==> src/rtl/x7seg_pkg.sv <==
// Shared definitions for the seven-segment scan receiver and the display driver:
// receiver FSM states, segment code table and small helpers.
package x7seg_pkg;

    typedef enum logic [1:0] {
        StIdle,
        StSettle,
        StHold
    } state_t;

    // Active-low {a,b,c,d,e,f,g} pattern for each hex value, a on bit 6.
    localparam logic [6:0] SegCodes [16] = '{
        7'h01, 7'h4F, 7'h12, 7'h06, 7'h4C, 7'h24, 7'h20, 7'h0F,
        7'h00, 7'h04, 7'h08, 7'h60, 7'h31, 7'h42, 7'h30, 7'h38
    };

    function automatic logic is_onehot4(input logic [3:0] v);
        return (v != 4'd0) && ((v & (v - 4'd1)) == 4'd0);
    endfunction

endpackage

==> src/rtl/x7seg_decode.sv <==
// Combinational segment-pattern to hex-nibble decoder; any pattern not in the
// code table is reported invalid.
module x7seg_decode
    import x7seg_pkg::*;
(
    input  logic [6:0] pattern,
    output logic [3:0] value,
    output logic       valid
);

    always_comb begin
        value = 4'd0;
        valid = 1'b0;
        for (int i = 0; i < 16; i++) begin
            if (pattern == SegCodes[i]) begin
                value = 4'(i);
                valid = 1'b1;
            end
        end
    end

endmodule

==> src/rtl/x7seg_scan_rx.sv <==
// Receives a multiplexed 4-digit seven-segment scan, debounces each digit pattern,
// and assembles complete frames of four hex nibbles.
module x7seg_scan_rx
    import x7seg_pkg::*;
#(
    parameter int unsigned STABLE_CYCLES  = 4,
    parameter int unsigned TIMEOUT_CYCLES = 1000000
) (
    input  logic        clk,
    input  logic        clr,
    input  logic [6:0]  a_to_g,
    input  logic [3:0]  an,
    output logic [15:0] digits,
    output logic        frame_valid,
    output logic        seg_err,
    output logic        timeout
);

    localparam int unsigned CntW  = $clog2(STABLE_CYCLES + 1);
    localparam int unsigned IdleW = $clog2(TIMEOUT_CYCLES + 1);
    localparam logic [CntW-1:0]  CntOne   = CntW'(1);
    localparam logic [CntW-1:0]  CntLast  = CntW'(STABLE_CYCLES - 1);
    localparam logic [IdleW-1:0] IdleOne  = IdleW'(1);
    localparam logic [IdleW-1:0] IdleMax  = IdleW'(TIMEOUT_CYCLES);
    localparam logic [IdleW-1:0] IdleLast = IdleW'(TIMEOUT_CYCLES - 1);

    logic [10:0]      sync1_q, pat_s, prev_q;
    state_t           state_q, state_d;
    logic [CntW-1:0]  cnt_q, cnt_d;
    logic [IdleW-1:0] idle_q, idle_d;
    logic [15:0]      shadow_q, shadow_d, digits_q, digits_d;
    logic [3:0]       seen_q, seen_d, slot_sel;
    logic             fv_q, fv_d, se_q, se_d, to_q, to_d;
    logic             capture, good;
    logic [3:0]       dec_value;
    logic             dec_valid;

    x7seg_decode u_decode (
        .pattern (pat_s[6:0]),
        .value   (dec_value),
        .valid   (dec_valid)
    );

    assign slot_sel = ~pat_s[10:7];
    assign good     = capture && dec_valid && is_onehot4(slot_sel);

    // Counter holds how many cycles the current pattern has been seen, minus the current one.
    always_comb begin
        state_d = state_q;
        cnt_d   = cnt_q;
        capture = 1'b0;
        if (pat_s != prev_q) begin
            if (pat_s[10:7] == 4'b1111) begin
                state_d = StIdle;
                cnt_d   = '0;
            end else begin
                state_d = StSettle;
                cnt_d   = CntOne;
            end
        end else if (state_q == StSettle) begin
            if (cnt_q >= CntLast) begin
                capture = 1'b1;
                state_d = StHold;
            end else begin
                cnt_d = cnt_q + CntOne;
            end
        end
    end

    always_comb begin
        shadow_d = shadow_q;
        seen_d   = seen_q;
        digits_d = digits_q;
        idle_d   = idle_q;
        fv_d     = 1'b0;
        se_d     = capture && !good;
        to_d     = 1'b0;
        if (good) begin
            idle_d = '0;
        end else if (idle_q != IdleMax) begin
            idle_d = idle_q + IdleOne;
        end
        if (seen_q == 4'hF) begin
            digits_d = shadow_q;
            fv_d     = 1'b1;
            seen_d   = '0;
        end
        if (good) begin
            for (int k = 0; k < 4; k++) begin
                if (slot_sel[k]) shadow_d[k*4 +: 4] = dec_value;
            end
            seen_d = seen_d | slot_sel;
        end else if (seen_q != 4'h0 && seen_q != 4'hF && idle_q == IdleLast) begin
            // A completing capture takes priority over an expiring idle count.
            seen_d = '0;
            to_d   = 1'b1;
        end
    end

    always_ff @(posedge clk or posedge clr) begin
        if (clr) begin
            sync1_q  <= '0;
            pat_s    <= '0;
            prev_q   <= '0;
            state_q  <= StIdle;
            cnt_q    <= '0;
            idle_q   <= '0;
            shadow_q <= '0;
            seen_q   <= '0;
            digits_q <= '0;
            fv_q     <= 1'b0;
            se_q     <= 1'b0;
            to_q     <= 1'b0;
        end else begin
            sync1_q  <= {an, a_to_g};
            pat_s    <= sync1_q;
            prev_q   <= pat_s;
            state_q  <= state_d;
            cnt_q    <= cnt_d;
            idle_q   <= idle_d;
            shadow_q <= shadow_d;
            seen_q   <= seen_d;
            digits_q <= digits_d;
            fv_q     <= fv_d;
            se_q     <= se_d;
            to_q     <= to_d;
        end
    end

    assign digits      = digits_q;
    assign frame_valid = fv_q;
    assign seg_err     = se_q;
    assign timeout     = to_q;

endmodule

==> config.mk <==
export PLATFORM = sky130hd
export DESIGN_NAME = x7seg_scan_rx
export DESIGN_NICKNAME = d
export VERILOG_FILES = /design/src/rtl/x7seg_pkg.sv /design/src/rtl/x7seg_decode.sv /design/src/rtl/x7seg_scan_rx.sv
export SDC_FILE = /design/constraint.sdc
export NUM_CORES = 1
export LEC_CHECK = 0
export ABC_CLOCK_PERIOD_IN_PS = 2900
export CELL_PAD_IN_SITES_DETAIL_PLACEMENT = 2
export CELL_PAD_IN_SITES_GLOBAL_PLACEMENT = 2
export CORE_ASPECT_RATIO = 0.75
export CORE_MARGIN = 2
export CORE_UTILIZATION = 35
export CTS_CLUSTER_SIZE = 40
export DETAILED_ROUTE_END_ITERATION = 8
export PLACE_DENSITY = 0.82
export SYNTH_ARGS = -nofsm -noshare
export SYNTH_HDL_FRONTEND = slang
export SYNTH_HIERARCHICAL = 1
export SYNTH_SLANG_ARGS = --single-unit
==> constraint.sdc <==
create_clock -name clk -period 2.9 [get_ports clk]
set_input_delay 0.58 -clock clk [delete_from_list [all_inputs] [get_ports clk]]
set_output_delay 0.58 -clock clk [all_outputs]
set_load 0.03 [all_outputs]
======== Word level (Yosys, flattened, before mapping) ========
Cells that the tools add are included.
word-level totals
  RAM bits ................................ 0
  word-level logic and storage cells ...... 115
  register bits ........................... 97
  output and inout bits ................... 19
  memories ................................ 0
  input bits .............................. 13
  latch bits .............................. 0
  memory bits (read-only) ................. 0
cells by class
  shift operators ......................... 0
  add/subtract/negate cells ............... 3
  equal/unequal tests ..................... 23
  multiply operators ...................... 0
  bitwise gates (word level) .............. 3
  $lt $le $gt $ge ......................... 1
  mux-type cells .......................... 50
  div/mod/pow operators ................... 0
  reduce and logical (&&, ||, !) cells .... 20
operators with widths
  kind                                                                    number
  4-bit 2-to-1 mux                                                        11
  20-bit 2-to-1 mux                                                       2
  7-bit by 6-bit equality test with 1-bit output (second input constant)  5
  7-bit equality test (second input constant)                             4
  1-bit 2-to-1 mux                                                        25
  3-bit 2-to-1 mux                                                        7
  20-bit by 1-bit adder with 20-bit output (second input constant)        1
  20-bit equality test (second input constant)                            1
  20-bit != test (second input constant)                                  1
  7-bit by 3-bit equality test with 1-bit output (second input constant)  2
  7-bit by 4-bit equality test with 1-bit output (second input constant)  2
  2-bit AND reduction                                                     6
  11-bit != test                                                          1
  2-bit 2-to-1 mux                                                        5
  4-bit equality test (second input constant)                             2
  4-bit nonzero test                                                      2
  7-bit by 1-bit equality test with 1-bit output (second input constant)  1
  7-bit by 5-bit equality test with 1-bit output (second input constant)  1
  7-bit zero test                                                         1
  1-bit logical AND                                                       6
  2-bit nonzero test                                                      3
  4-bit bitwise AND                                                       1
  4-bit zero test                                                         1
  4-bit != test (second input constant)                                   1
  other kinds (8)                                                         8

======== Logic depth before layout (Yosys ltp) ========
  depth in word-level cells ............... 21
  gate-level depth with buffers ........... 9
  gate-level depth less buffers ........... 8

======== Cells and area by module ========
The synthesis kept the hierarchy.
modules (own cells, without submodules)
  module         cells an instance  sequential area each (um2)  area each (um2)  instances
  x7seg_scan_rx  324                2427.3                      3877.5           1
  x7seg_decode   55                 0.0                         346.6            1

======== Least setup slack after synthesis ========
Ideal clock, no wire load.
  path kind ............................... reg2reg
  start ................................... reg pat_s[6]
  end ..................................... reg shadow_q[10]
  setup time .............................. 0.125 ns
  clock period less this slack ............ 2.366 ns
  data required time ...................... 2.775 ns
  arrival ................................. 2.242 ns
  buffers on the path ..................... 0
  cell stages (with the launch flop) ...... 9
  slack ................................... 0.534 ns
  cells stage by stage .................... dfrtp_1 -> or3b_1 -> a2111oi_2 -> o31ai_1 -> nand4_1 -> nand3_1 -> nor3b_1 -> nand2_2 -> mux2_2
on the way
  word-level cells in the longest chain between the ends .. 20
  elaborated cells between the ends (all ways) .. 49
  classes of those cells .................. 16 x eq/ne; 29 x mux; 4 x reduce/logical
RTL lines
  element                                         RTL line              text
  from (decl)                                     x7seg_scan_rx.sv:27   logic [10:0] sync1_q, pat_s, prev_q;
  from (signal assigned)                          x7seg_scan_rx.sv:116  pat_s <= sync1_q;
  7-bit by 1-bit equality test with 1-bit output  x7seg_decode.sv:15    if (pattern == SegCodes[i]) begin
  1-bit 2-to-1 mux (15 in series)                 x7seg_decode.sv:15
  1-bit 2-to-1 mux *                              x7seg_decode.sv:15
  net dec_valid                                   x7seg_scan_rx.sv:36   logic dec_valid;
  1-bit logical AND * (2 in series)               x7seg_scan_rx.sv:45   assign good = capture && dec_valid && is_onehot4(slot_sel);
  2-bit AND reduction (no source line) *          n/a
  to (signal assigned)                            x7seg_scan_rx.sv:121  shadow_q <= shadow_d;
  to (decl)                                       x7seg_scan_rx.sv:31   logic [15:0] shadow_q, shadow_d, digits_q, digits_d;
Mark *: on every way through the listed nets, which the timed path passes. The rest lies on a longest branch.
A chain may end at the register's enable or synchronous reset.

======== Worst setup path after layout ========
  start ................................... reg pat_s[4]
  end ..................................... reg shadow_q[12]
Same word-level chain as after synthesis.

==> key figures <==
Synthesis
  • EDFF count, synth: 0
  • Synth Instances: around 380
  • Mean Syn Cell Area: approximately 11 um^2
  • Synthesis-stage register bit count: 97
  • Seq/Total Area, Yosys: 57.5%
  • Unique masters post-synth: 54
  • Post-Syn Area: about 0.0042 mm^2
  • Mapped Nets: 396
  • Post-synth ARST share: between 90% and 100%
  • Synth warn: 6
  • Top_reg_cell synth: dfrtp_1

Floorplan
  • I/O pins: 32
  • Die extent in y: 99.1 um
  • Die ar.: about 0.013 mm^2
  • Core region area: approximately 0.012 mm^2
  • Initial core utilization: a little over a third
  • Die X-Extent: about 130 um
  • # rows: 34

Global routing
  • Number of global-route vias before repair: between 3000 and 4000
  • First-pass GRT wire length: about 18000 um
  • Largest net degree at the start of global routing: 98
  • GRT Util Overall: a little under a fifth
  • Initial antenna violation count: 0
  • Total grt overflow: 0

Clock tree
  • Clk_lat worst skew: 0.34 ns
  • Resized Gates After CTS: 0
  • # H-tree levels: 3
  • Root buffer cell: clkbuf_16
  • CTS tree: yes
  • Clk sinks: between 90 and 100
  • Hold-fix buffers, CTS: 0
  • Post-CTS Setup Bufs: 0
  • Clock buffer depth: 2
  • Worst-path clk slew: around 0.070 ns
  • CTS Buf Count: 9

Timing
  • Worst Tran Pin Value: 0.695 ns
  • RSZ-0062 raised after global routing: no
  • Max Fclk: ~370 MHz
  • Rel. slew slack: a little over half
  • Tmin final: between 2 and 3 ns
  • Setup violators final: 0
  • Worst Skew: about 0.0050 ns
  • Fin Setup TNS: 0 ns
  • Final slew viol count: 0
  • Final Hold Viols: 0
  • Final Cycle Share: approximately 93%

Layout
  • Nets@finish: 432
  • Ant diodes: 0
  • Cell area after layout: between 0.005 and 0.006 mm^2
  • Area Overhead vs Synth: 20.3%
  • Share of cells above drive strength 1: 12.4%
  • Filler Cell Count: approximately 1200

Pwr
  • Comb power frac: 4.5%
  • Internal: roughly 2.3 mW
  • Pwr dens: 563 mW/mm^2
  • Lkg Pwr: 2.29 nW
  • VDD IR max: a little over 300 uV
  • P_sw: 0.607 mW
  • Part of the power in registers: between 40% and 50%
  • Switching part of the total power: 21.2%
  • Clock share of power: between 40% and 50%

Routing
  • WL final: between 10000 and 15000 um
  • Initial DRT Pass Iterations: 4
  • Vias per cell: approximately 5
  • DRT iter0 DRCs: 157
  • Total number of vias: around 3000
  • Final ANT Viol Nets: 0
  • Drt wl/cell: between 15 and 20 um
  • Drc violations: 0

Worst hold path
  • Hold Path Depth: 0
  • Min-Delay Startpoint: sync1_q[10]
  • Hold crit path type: reg -> reg
  • Min-Delay Endpoint: pat_s[10]

Setup path
  • Critical Path RT: around 3.1 ns
  • Critical R2R Launch: pat_s[4]
  • R2R Setup Slk: 0.20 ns
  • Worst R2R End: shadow_q[12]
  • Setup crit end kind: flop
  • Critical Path AT: around 2.9 ns
  • Critical path class: reg -> reg
  • Max FO, Critical Path: 15
  • Startpoint types: flop
  • Reg2Reg Depth: 8

Placement
  • DP Wirelength: 6910 um
  • GPL Wtd Cong: 0.743
  • Cell area after placement: between 0.004 and 0.005 mm^2
  • Port bufs: 31

Flow run
  • Max-Cap Viols: 0

Run status
  • Status: completed
[critical path: stages (launching register included)]
cell and delay [ns]:
dfrtp_1 0.70, nand4bb_1 0.33, o21ai_0 0.25, o31ai_1 0.11, nand4_1 0.18, nand3_1 0.13
nor3b_1 0.39, nand2_2 0.17, mux2_2 0.32
[cells by family (layout without fill, tap and decap cells)]
family / after synthesis / count (layout) / synth area share (%)
AO/OA/AOI/OAI: 31 / 31 / 5.27
XOR/XNOR: 33 / 33 / 7.38
adder cells (fa/ha/maj): 4 / 4 / 1.18
buffers and inverters: 22 / 63 / 2.58
flip-flops: 97 / 97 / 57.5
multiplexers: 19 / 19 / 5.69
AND/OR/NAND/NOR: 173 / 173 / 20.4
[Yosys cell counts, types with 2 or more instances]
cell,n,share of area [%]
xnor2_2,3,1.2
mux2i_1,3,0.71
nor3_1,5,0.59
mux2_4,8,2.8
nor2_1,39,3.5
inv_1,5,0.44
and3_1,9,1.3
nor4_1,7,1.0
nor2b_1,2,0.30
nand4_1,14,2.1
xnor2_1,16,3.3
buf_2,9,1.1
dfrtp_1,97,57
nor3b_1,5,0.89
a21oi_1,8,0.95
nand2_2,2,0.30
nand2b_1,3,0.44
nand3_1,13,1.5
o31ai_1,3,0.53
mux2_2,8,2.1
and4_1,2,0.41
o21ai_0,3,0.36
ha_1,4,1.2
clkbuf_1,5,0.44
nand2_1,61,5.4
xor2_1,14,2.9
a22oi_1,2,0.36
or3b_1,2,0.41
buf_6,2,0.53
[area by class of cell]
type                       count  area [um^2]  area share [%]
tap                          162          203            3.99
inverter                       6         26.3           0.517
multi-input combinational    260         1690            33.2
clock inverter                 4         73.8            1.45
sequential                    97         2430            47.8
timing repair buffer          41          398            7.83
clock buffer                  12          267            5.24
[per-stage QoR]
stage	util, %	total power, mW	hold WS [ns]	instances	setup WS (ns)
6_report	43.4	2.86	0.349	582	0.196
5_1_grt	43.4	2.97	0.359	582	0.00703
4_1_cts	43.4	2.91	0.352	582	0.160
3_5_place_dp	40.5	1.56	0.337	566	0.225
3_3_place_gp	40.5	1.55	0.333	566	0.450
2_1_floorplan	-	1.51	0.331	379	0.534
[per-layer routing]
layer | track usage [%] | part of all wire (%)
met5 | 0 | 0
met4 | 5.40 | 1.3
met3 | 3.93 | 2.7
met2 | 30.3 | 49
met1 | 23.6 | 47
[cells in the final DEF (no fill, tap or decap), types with 2 or more instances in the layout]
master	instances
dfrtp_1	97
inv_1	4
nor4_1	7
clkdlybuf4s50_1	31
mux2_2	8
nor2b_1	2
mux2_4	8
ha_1	4
nand2b_1	3
clkbuf_16	9
nor3_1	5
or3b_1	2
and4_1	2
nand3_1	13
nand2_2	2
nor2_1	39
and3_1	9
bufinv_16	2
buf_4	9
clkbuf_8	3
nand4_1	14
o31ai_1	3
xnor2_2	3
xor2_1	14
nor3b_1	5
o21ai_0	3
a21oi_1	8
xnor2_1	16
a22oi_1	2
mux2i_1	3
nand2_1	61
[flip-flops by register name, summed over array words and instances, names as in the netlist]
name	cells
prev_q	11
state_q	2
seen_q	4
timeout	1
frame_valid	1
shadow_q	16
seg_err	1
idle_q	20
digits	16
pat_s	11
cnt_q	3
sync1_q	11
[power by group through the flow]
stage	Sequential [mW]	Clock, mW	Combinational, mW
finish	1.41	1.33	0.128
global route	1.41	1.42	0.142
CTS	1.41	1.37	0.131
detailed placement	1.43	0	0.130
global placement	1.43	0	0.124
floorplan	1.42	0	0.0891
[worst max path at each step]
stage | from | endpoint | slack (ns) | cells after the start
3_3_place_gp | pat_s[6] | shadow_q[10] | 0.45 | 8
4_1_cts | pat_s[4] | shadow_q[12] | 0.16 | 8
2_1_floorplan | pat_s[6] | shadow_q[10] | 0.53 | 8
6_report | pat_s[4] | shadow_q[12] | 0.20 | 8
5_1_grt | pat_s[4] | shadow_q[12] | 0.007 | 8
3_5_place_dp | pat_s[4] | shadow_q[12] | 0.22 | 8
Note: power is estimated with default switching activity, not from simulation.
